File: src/rtl/adsr_pkg.sv
// Shared constants and state encoding for the ADSR amplitude envelope.
package adsr_pkg;

    localparam int unsigned DEF_FRAC_BITS = 20;
    localparam int unsigned ENV_W         = 21;
    localparam int unsigned SAMPLE_W      = 32;

    localparam logic [ENV_W-1:0] ONE = ENV_W'(1 << DEF_FRAC_BITS);

    typedef enum logic [2:0] {
        IDLE    = 3'd0,
        ATTACK  = 3'd1,
        DECAY   = 3'd2,
        SUSTAIN = 3'd3,
        RELEASE = 3'd4
    } env_state_t;

endpackage

File: src/rtl/adsr_envelope_amp_multiplier.sv
// Two-stage registered signed sample x unsigned envelope scaler.
module amp_multiplier
    import adsr_pkg::*;
#(
    parameter int unsigned FRAC_BITS = DEF_FRAC_BITS
) (
    input  logic                       clk,
    input  logic                       reset_n,
    input  logic signed [SAMPLE_W-1:0] sample_in,
    input  logic        [ENV_W-1:0]    env,
    output logic signed [SAMPLE_W-1:0] sample_out
);

    localparam int unsigned PROD_W = SAMPLE_W + ENV_W;

    logic signed [SAMPLE_W-1:0] s1_sample;
    logic        [ENV_W-1:0]    s1_env;
    logic signed [PROD_W-1:0]   product;
    logic signed [SAMPLE_W-1:0] scaled;

    // Envelope is zero-extended so it always acts as a non-negative gain.
    always_comb begin
        product = PROD_W'(s1_sample) * PROD_W'($signed({1'b0, s1_env}));
        scaled  = SAMPLE_W'(product >>> FRAC_BITS);
    end

    // Stage 1 captures operands, stage 2 captures the scaled product.
    always_ff @(posedge clk) begin
        if (!reset_n) begin
            s1_sample  <= '0;
            s1_env     <= '0;
            sample_out <= '0;
        end else begin
            s1_sample  <= sample_in;
            s1_env     <= env;
            sample_out <= scaled;
        end
    end

endmodule

File: src/rtl/adsr_envelope.sv
// ADSR envelope generator: tick-paced state machine plus amplitude scaling.
module adsr_envelope
    import adsr_pkg::*;
#(
    parameter int unsigned FRAC_BITS = DEF_FRAC_BITS,
    parameter int unsigned TICK_DIV  = 1024
) (
    input  logic                       clk,
    input  logic                       reset_n,
    input  logic                       gate,
    input  logic        [ENV_W-1:0]    attack_step,
    input  logic        [ENV_W-1:0]    decay_step,
    input  logic        [ENV_W-1:0]    sustain_level,
    input  logic        [ENV_W-1:0]    release_step,
    input  logic signed [SAMPLE_W-1:0] sample_in,
    output logic signed [SAMPLE_W-1:0] sample_out,
    output logic        [ENV_W-1:0]    env_level,
    output logic        [2:0]          env_state,
    output logic                       active
);

    localparam int unsigned     CNT_W   = (TICK_DIV > 1) ? $clog2(TICK_DIV) : 1;
    localparam int unsigned     ARITH_W = ENV_W + 1;
    localparam logic [ENV_W-1:0] ENV_ONE = ENV_W'(1 << FRAC_BITS);

    env_state_t         state;
    env_state_t         state_next;
    logic [ENV_W-1:0]   env;
    logic [ENV_W-1:0]   env_next;
    logic [CNT_W-1:0]   tick_cnt;
    logic [CNT_W-1:0]   tick_cnt_next;
    logic               gate_d;
    logic               active_reg;
    logic               tick;
    logic               rise;
    logic               fall;
    logic [ENV_W-1:0]   sustain;
    logic [ARITH_W-1:0] att_sum;
    logic [ARITH_W-1:0] dec_diff;
    logic [ARITH_W-1:0] rel_diff;

    // Tick pacing, edge detection and 22-bit step arithmetic.
    always_comb begin
        tick          = (tick_cnt == CNT_W'(TICK_DIV - 1));
        tick_cnt_next = tick ? '0 : tick_cnt + CNT_W'(1);
        rise          = gate & ~gate_d;
        fall          = ~gate & gate_d;
        sustain       = (sustain_level > ENV_ONE) ? ENV_ONE : sustain_level;
        att_sum       = {1'b0, env} + {1'b0, attack_step};
        dec_diff      = {1'b0, env} - {1'b0, decay_step};
        rel_diff      = {1'b0, env} - {1'b0, release_step};
    end

    // Next-state and next-envelope; gate edges take priority over tick steps.
    always_comb begin
        state_next = state;
        env_next   = env;
        if (rise) begin
            state_next = ATTACK;
        end else if (fall && state != IDLE) begin
            state_next = RELEASE;
        end else if (tick) begin
            case (state)
                IDLE: begin
                    env_next = '0;
                end
                ATTACK: begin
                    if (attack_step == '0 || att_sum >= {1'b0, ENV_ONE}) begin
                        env_next   = ENV_ONE;
                        state_next = DECAY;
                    end else begin
                        env_next = att_sum[ENV_W-1:0];
                    end
                end
                DECAY: begin
                    if (decay_step == '0 || dec_diff[ENV_W] || dec_diff[ENV_W-1:0] <= sustain) begin
                        env_next   = sustain;
                        state_next = SUSTAIN;
                    end else begin
                        env_next = dec_diff[ENV_W-1:0];
                    end
                end
                SUSTAIN: begin
                    env_next = sustain;
                end
                RELEASE: begin
                    if (release_step == '0 || rel_diff[ENV_W] || rel_diff[ENV_W-1:0] == '0) begin
                        env_next   = '0;
                        state_next = IDLE;
                    end else begin
                        env_next = rel_diff[ENV_W-1:0];
                    end
                end
                default: begin
                    env_next   = '0;
                    state_next = IDLE;
                end
            endcase
        end
    end

    // Envelope state registers.
    always_ff @(posedge clk) begin
        if (!reset_n) begin
            state      <= IDLE;
            env        <= '0;
            tick_cnt   <= '0;
            gate_d     <= 1'b0;
            active_reg <= 1'b0;
        end else begin
            state      <= state_next;
            env        <= env_next;
            tick_cnt   <= tick_cnt_next;
            gate_d     <= gate;
            active_reg <= (state_next != IDLE);
        end
    end

    assign env_level = env;
    assign env_state = 3'(state);
    assign active    = active_reg;

    amp_multiplier #(
        .FRAC_BITS (FRAC_BITS)
    ) u_amp (
        .clk        (clk),
        .reset_n    (reset_n),
        .sample_in  (sample_in),
        .env        (env),
        .sample_out (sample_out)
    );

endmodule

File: config.mk
export PLATFORM = sky130hd
export DESIGN_NAME = adsr_envelope
export DESIGN_NICKNAME = d
export VERILOG_FILES = /design/src/rtl/adsr_pkg.sv /design/src/rtl/adsr_envelope_amp_multiplier.sv /design/src/rtl/adsr_envelope.sv
export SDC_FILE = /design/constraint.sdc
export NUM_CORES = 2
export LEC_CHECK = 0
export BUFFER_PORTS_ARGS = -buffer_cell sky130_fd_sc_hd__buf_4
export CORE_MARGIN = 4
export CORE_UTILIZATION = 70
export CTS_BUF_LIST = sky130_fd_sc_hd__clkbuf_8
export CTS_CLUSTER_DIAMETER = 100
export CTS_CLUSTER_SIZE = 14
export DETAILED_ROUTE_END_ITERATION = 6
export GPL_TIMING_DRIVEN = 1
export PLACE_DENSITY = 0.9
export RECOVER_POWER = 50
export SYNTH_ARGS = -nofsm -noshare
export SYNTH_HDL_FRONTEND = slang
export SYNTH_SLANG_ARGS = --single-unit
File: constraint.sdc
create_clock -name clk -period 12 [get_ports clk]
set_input_delay 2.4 -clock clk [delete_from_list [all_inputs] [get_ports clk]]
set_output_delay 2.4 -clock clk [all_outputs]
set_load 0.02 [all_outputs]
==> results.toml <==
[floorplan]
ioPinCount = 176
row_count = 75
floorplan.initialDensity = 0.714
dieWidth_microns = 216
die_y_microns = 216
die_area_sq_um = 46500
core-area_sq_um = 42200

[clock_network]
clk_latency_ns = 0.56
cts_sinks = 121
cts_buffers = 17
cts-root-buf = "clkbuf_8"
cts.path.max_buffers = 2
h-tree-depth = 4
cts_tree = "built"
hold_buffers = 0
ctsResizeCount = 0
clk_pin_slew_ns = 0.08
post-cts-setup-buffers = 0

[timing]
slew_headroom = -1.24
hold_viol = 0
slew_viol_final = 94
post-route-min-period_ns = 8.21
setup_viol = 0
max_clock_freq_mhz = 122
rsz0062_at_grt = "no"
setup_ws_ns = 3.79
tns_ns = 0
hold-worst-slack_ns = 0.516
min_period_over_period = 0.684
fin_worst_skew_ns = 0.0247
worst_pin_slew_ns = 3.36

[synth]
synth_edf_count = 0
synth_area_sq_um = 30200
synth_fp_nets = 4316
syn_inst = 3325
async_flop_share = 0
avgSynthCellArea_sq_um = 9.07
synth_seq_area_share = 0.0803
ys.flop_type = "dfxtp_1"
ys_warn_count = 0
ys_types = 89
synth-seq-cells = 121

[setup_path]
end_kind = "register"
worstPathRequired_ns = 12.46
critical_path.startpoint_type = "register"
path_max_fanout = 32
cp.arrival_ns = 8.67
path_class = "register to register"

[status]
failed_checks = "DRC, capacitance limit, slew limit"
status = "finished with violations"

[route]
firstDrtPassIters = 7
via_per_inst = 6.20
drt_iter0_markers = 1964
vias = 24383
drt-total-wl_microns = 86300
ant_nets = 0
wire_per_inst_microns = 21.9
drc = 5

[place]
dpl.hpwl_microns = 68600
place_congestion = 0.958
pre_cts_ws_ns = 3.98
io_buffer_count = 175

[layout]
finish.utilization = 0.758
reg_top3 = "u_amp.s1_sample: 32 flops, u_amp.sample_out: 32 flops"
fillers = 2837
multiInputGateArea_sq_um = 24800
seq_area_sq_um = 2430
finalNetCount = 4372
syn2layout_area_growth_pct = 6.11
drive_above_1_share = 0.0695
antennaDiodeCount = 0

[pwr]
p_leak_uw = 0.0162
powerDensity_nw_per_um2 = 31.9
peakVddDrop_v = 0.0000874

[global_route]
grt_antenna_before_repair = 0
first_global_vias = 27618
grtUsageTotal = 0.386
grt_max_degree = 68
grt_pass1_wl_microns = 141000
grt_overflow = 0

[run]
maxCapViolCount = 2

[min_path]
hp-class = "register to register"
final cells by class:
type / instances / area share
Multi-Input combinational cell: 2414 / 0.774
Sequential cell: 121 / 0.0758
Inverter: 634 / 0.0743
Timing Repair Buffer: 193 / 0.0419
Tap cell: 539 / 0.0211
Clock buffer: 18 / 0.00774
Clock inverter: 14 / 0.00536
logic make-up (layout without fill, tap and decap cells):
family | after synthesis | in the layout | synth area share
AO/OA/AOI/OAI | 359 | 359 | 0.0830
XOR/XNOR | 96 | 96 | 0.0279
adder cells (fa/ha/maj) | 872 | 872 | 0.525
buffers and inverters | 790 | 859 | 0.0987
flip-flops | 121 | 121 | 0.0803
multiplexers | 3 | 3 | 0.00104
AND/OR/NAND/NOR | 1084 | 1084 | 0.184
per-layer routing:
metal | track usage | up-vias | part of all wire
met4 | 0.241 | 0 | 0.074
met1 | 0.466 | 12079 | 0.35
met2 | 0.638 | 1504 | 0.48
met3 | 0.0783 | 453 | 0.093
li1 | - | 10347 | -
met5 | 0 | - | 0
worst paths after layout:
check / end / slack [ns] / start / cells after the start
min: tick_cnt[0]$_SDFF_PP0_ / 0.52 / tick_cnt[0]$_SDFF_PP0_ / 1
min reg2reg: tick_cnt[0]$_SDFF_PP0_ / 0.52 / tick_cnt[0]$_SDFF_PP0_ / 1
max reg2reg: u_amp.sample_out[24]$_SDFF_PN0_ / 3.79 / u_amp.s1_env[4]$_SDFF_PN0_ / 20
max: u_amp.sample_out[24]$_SDFF_PN0_ / 3.79 / u_amp.s1_env[4]$_SDFF_PN0_ / 20
critical path: stages (launching register included):
cell and delay [ns]:
dfxtp_1 1.16, and2_1 0.30, fa_1 0.44, fa_1 0.53, inv_1 0.07, fa_1 0.49
inv_1 0.07, fa_1 0.49, fa_1 0.59, fa_1 0.44, fa_1 0.46, ha_1 0.38
nand3_1 0.16, or4_1 0.56, a311o_1 0.36, nand3_2 0.18, a41oi_1 0.31, o31ai_1 0.53
a21o_1 0.22, xor2_1 0.18, and2_1 0.16
cell usage after synthesis (8+ instances only):
master / instances / area share
a31oi_1: 11 / 0.0023
and2_1: 415 / 0.086
nand2_1: 393 / 0.049
a21oi_1: 76 / 0.013
fa_1: 656 / 0.44
clkbuf_1: 152 / 0.019
nor4_1: 22 / 0.0046
ha_1: 216 / 0.090
o31ai_1: 8 / 0.0020
and3_1: 12 / 0.0025
a21o_1: 40 / 0.010
o21ai_0: 63 / 0.010
nor2_1: 91 / 0.011
nand2b_1: 14 / 0.0029
nor2b_1: 19 / 0.0039
nor3_1: 27 / 0.0045
nand3_1: 32 / 0.0053
xor2_1: 38 / 0.011
nand4_1: 25 / 0.0052
o21a_1: 16 / 0.0040
dfxtp_1: 121 / 0.080
a22oi_1: 13 / 0.0032
o211ai_1: 11 / 0.0027
o2bb2ai_1: 8 / 0.0023
inv_1: 634 / 0.079
a211oi_1: 18 / 0.0045
xnor2_1: 58 / 0.017
stage by stage:
stage	instances	power [uW]	instance area [sq um]
floorplan	3325	518	30200
global placement	3901	595	31700
detailed placement	3901	599	31700
CTS	3933	1020	32100
global route	3933	1050	32000
finish	3933	1020	32000
power by group:
group | switching [uW] | total (uW) | internal [uW] | leakage, uW
clock network | 212 | 424 | 211 | 0.000211
registers | 44.5 | 453 | 409 | 0.000987
logic | 80.9 | 144 | 63.4 | 0.0150
total | 338 | 1020 | 684 | 0.0162
placed cells by master, fill, tap and decap left out, types with 63 or more instances in the layout:
cell     synthesis  routed
dfxtp_1        121     117
and2_1         415     375
o21ai_0         63      63
ha_1           216     216
inv_1          634     635
fa_1           656     656
a21oi_1         76      76
buf_4            0     164
nand2_1        393     393
nor2_1          91      91
No activity file was read; power rests on OpenSTA's default activity.
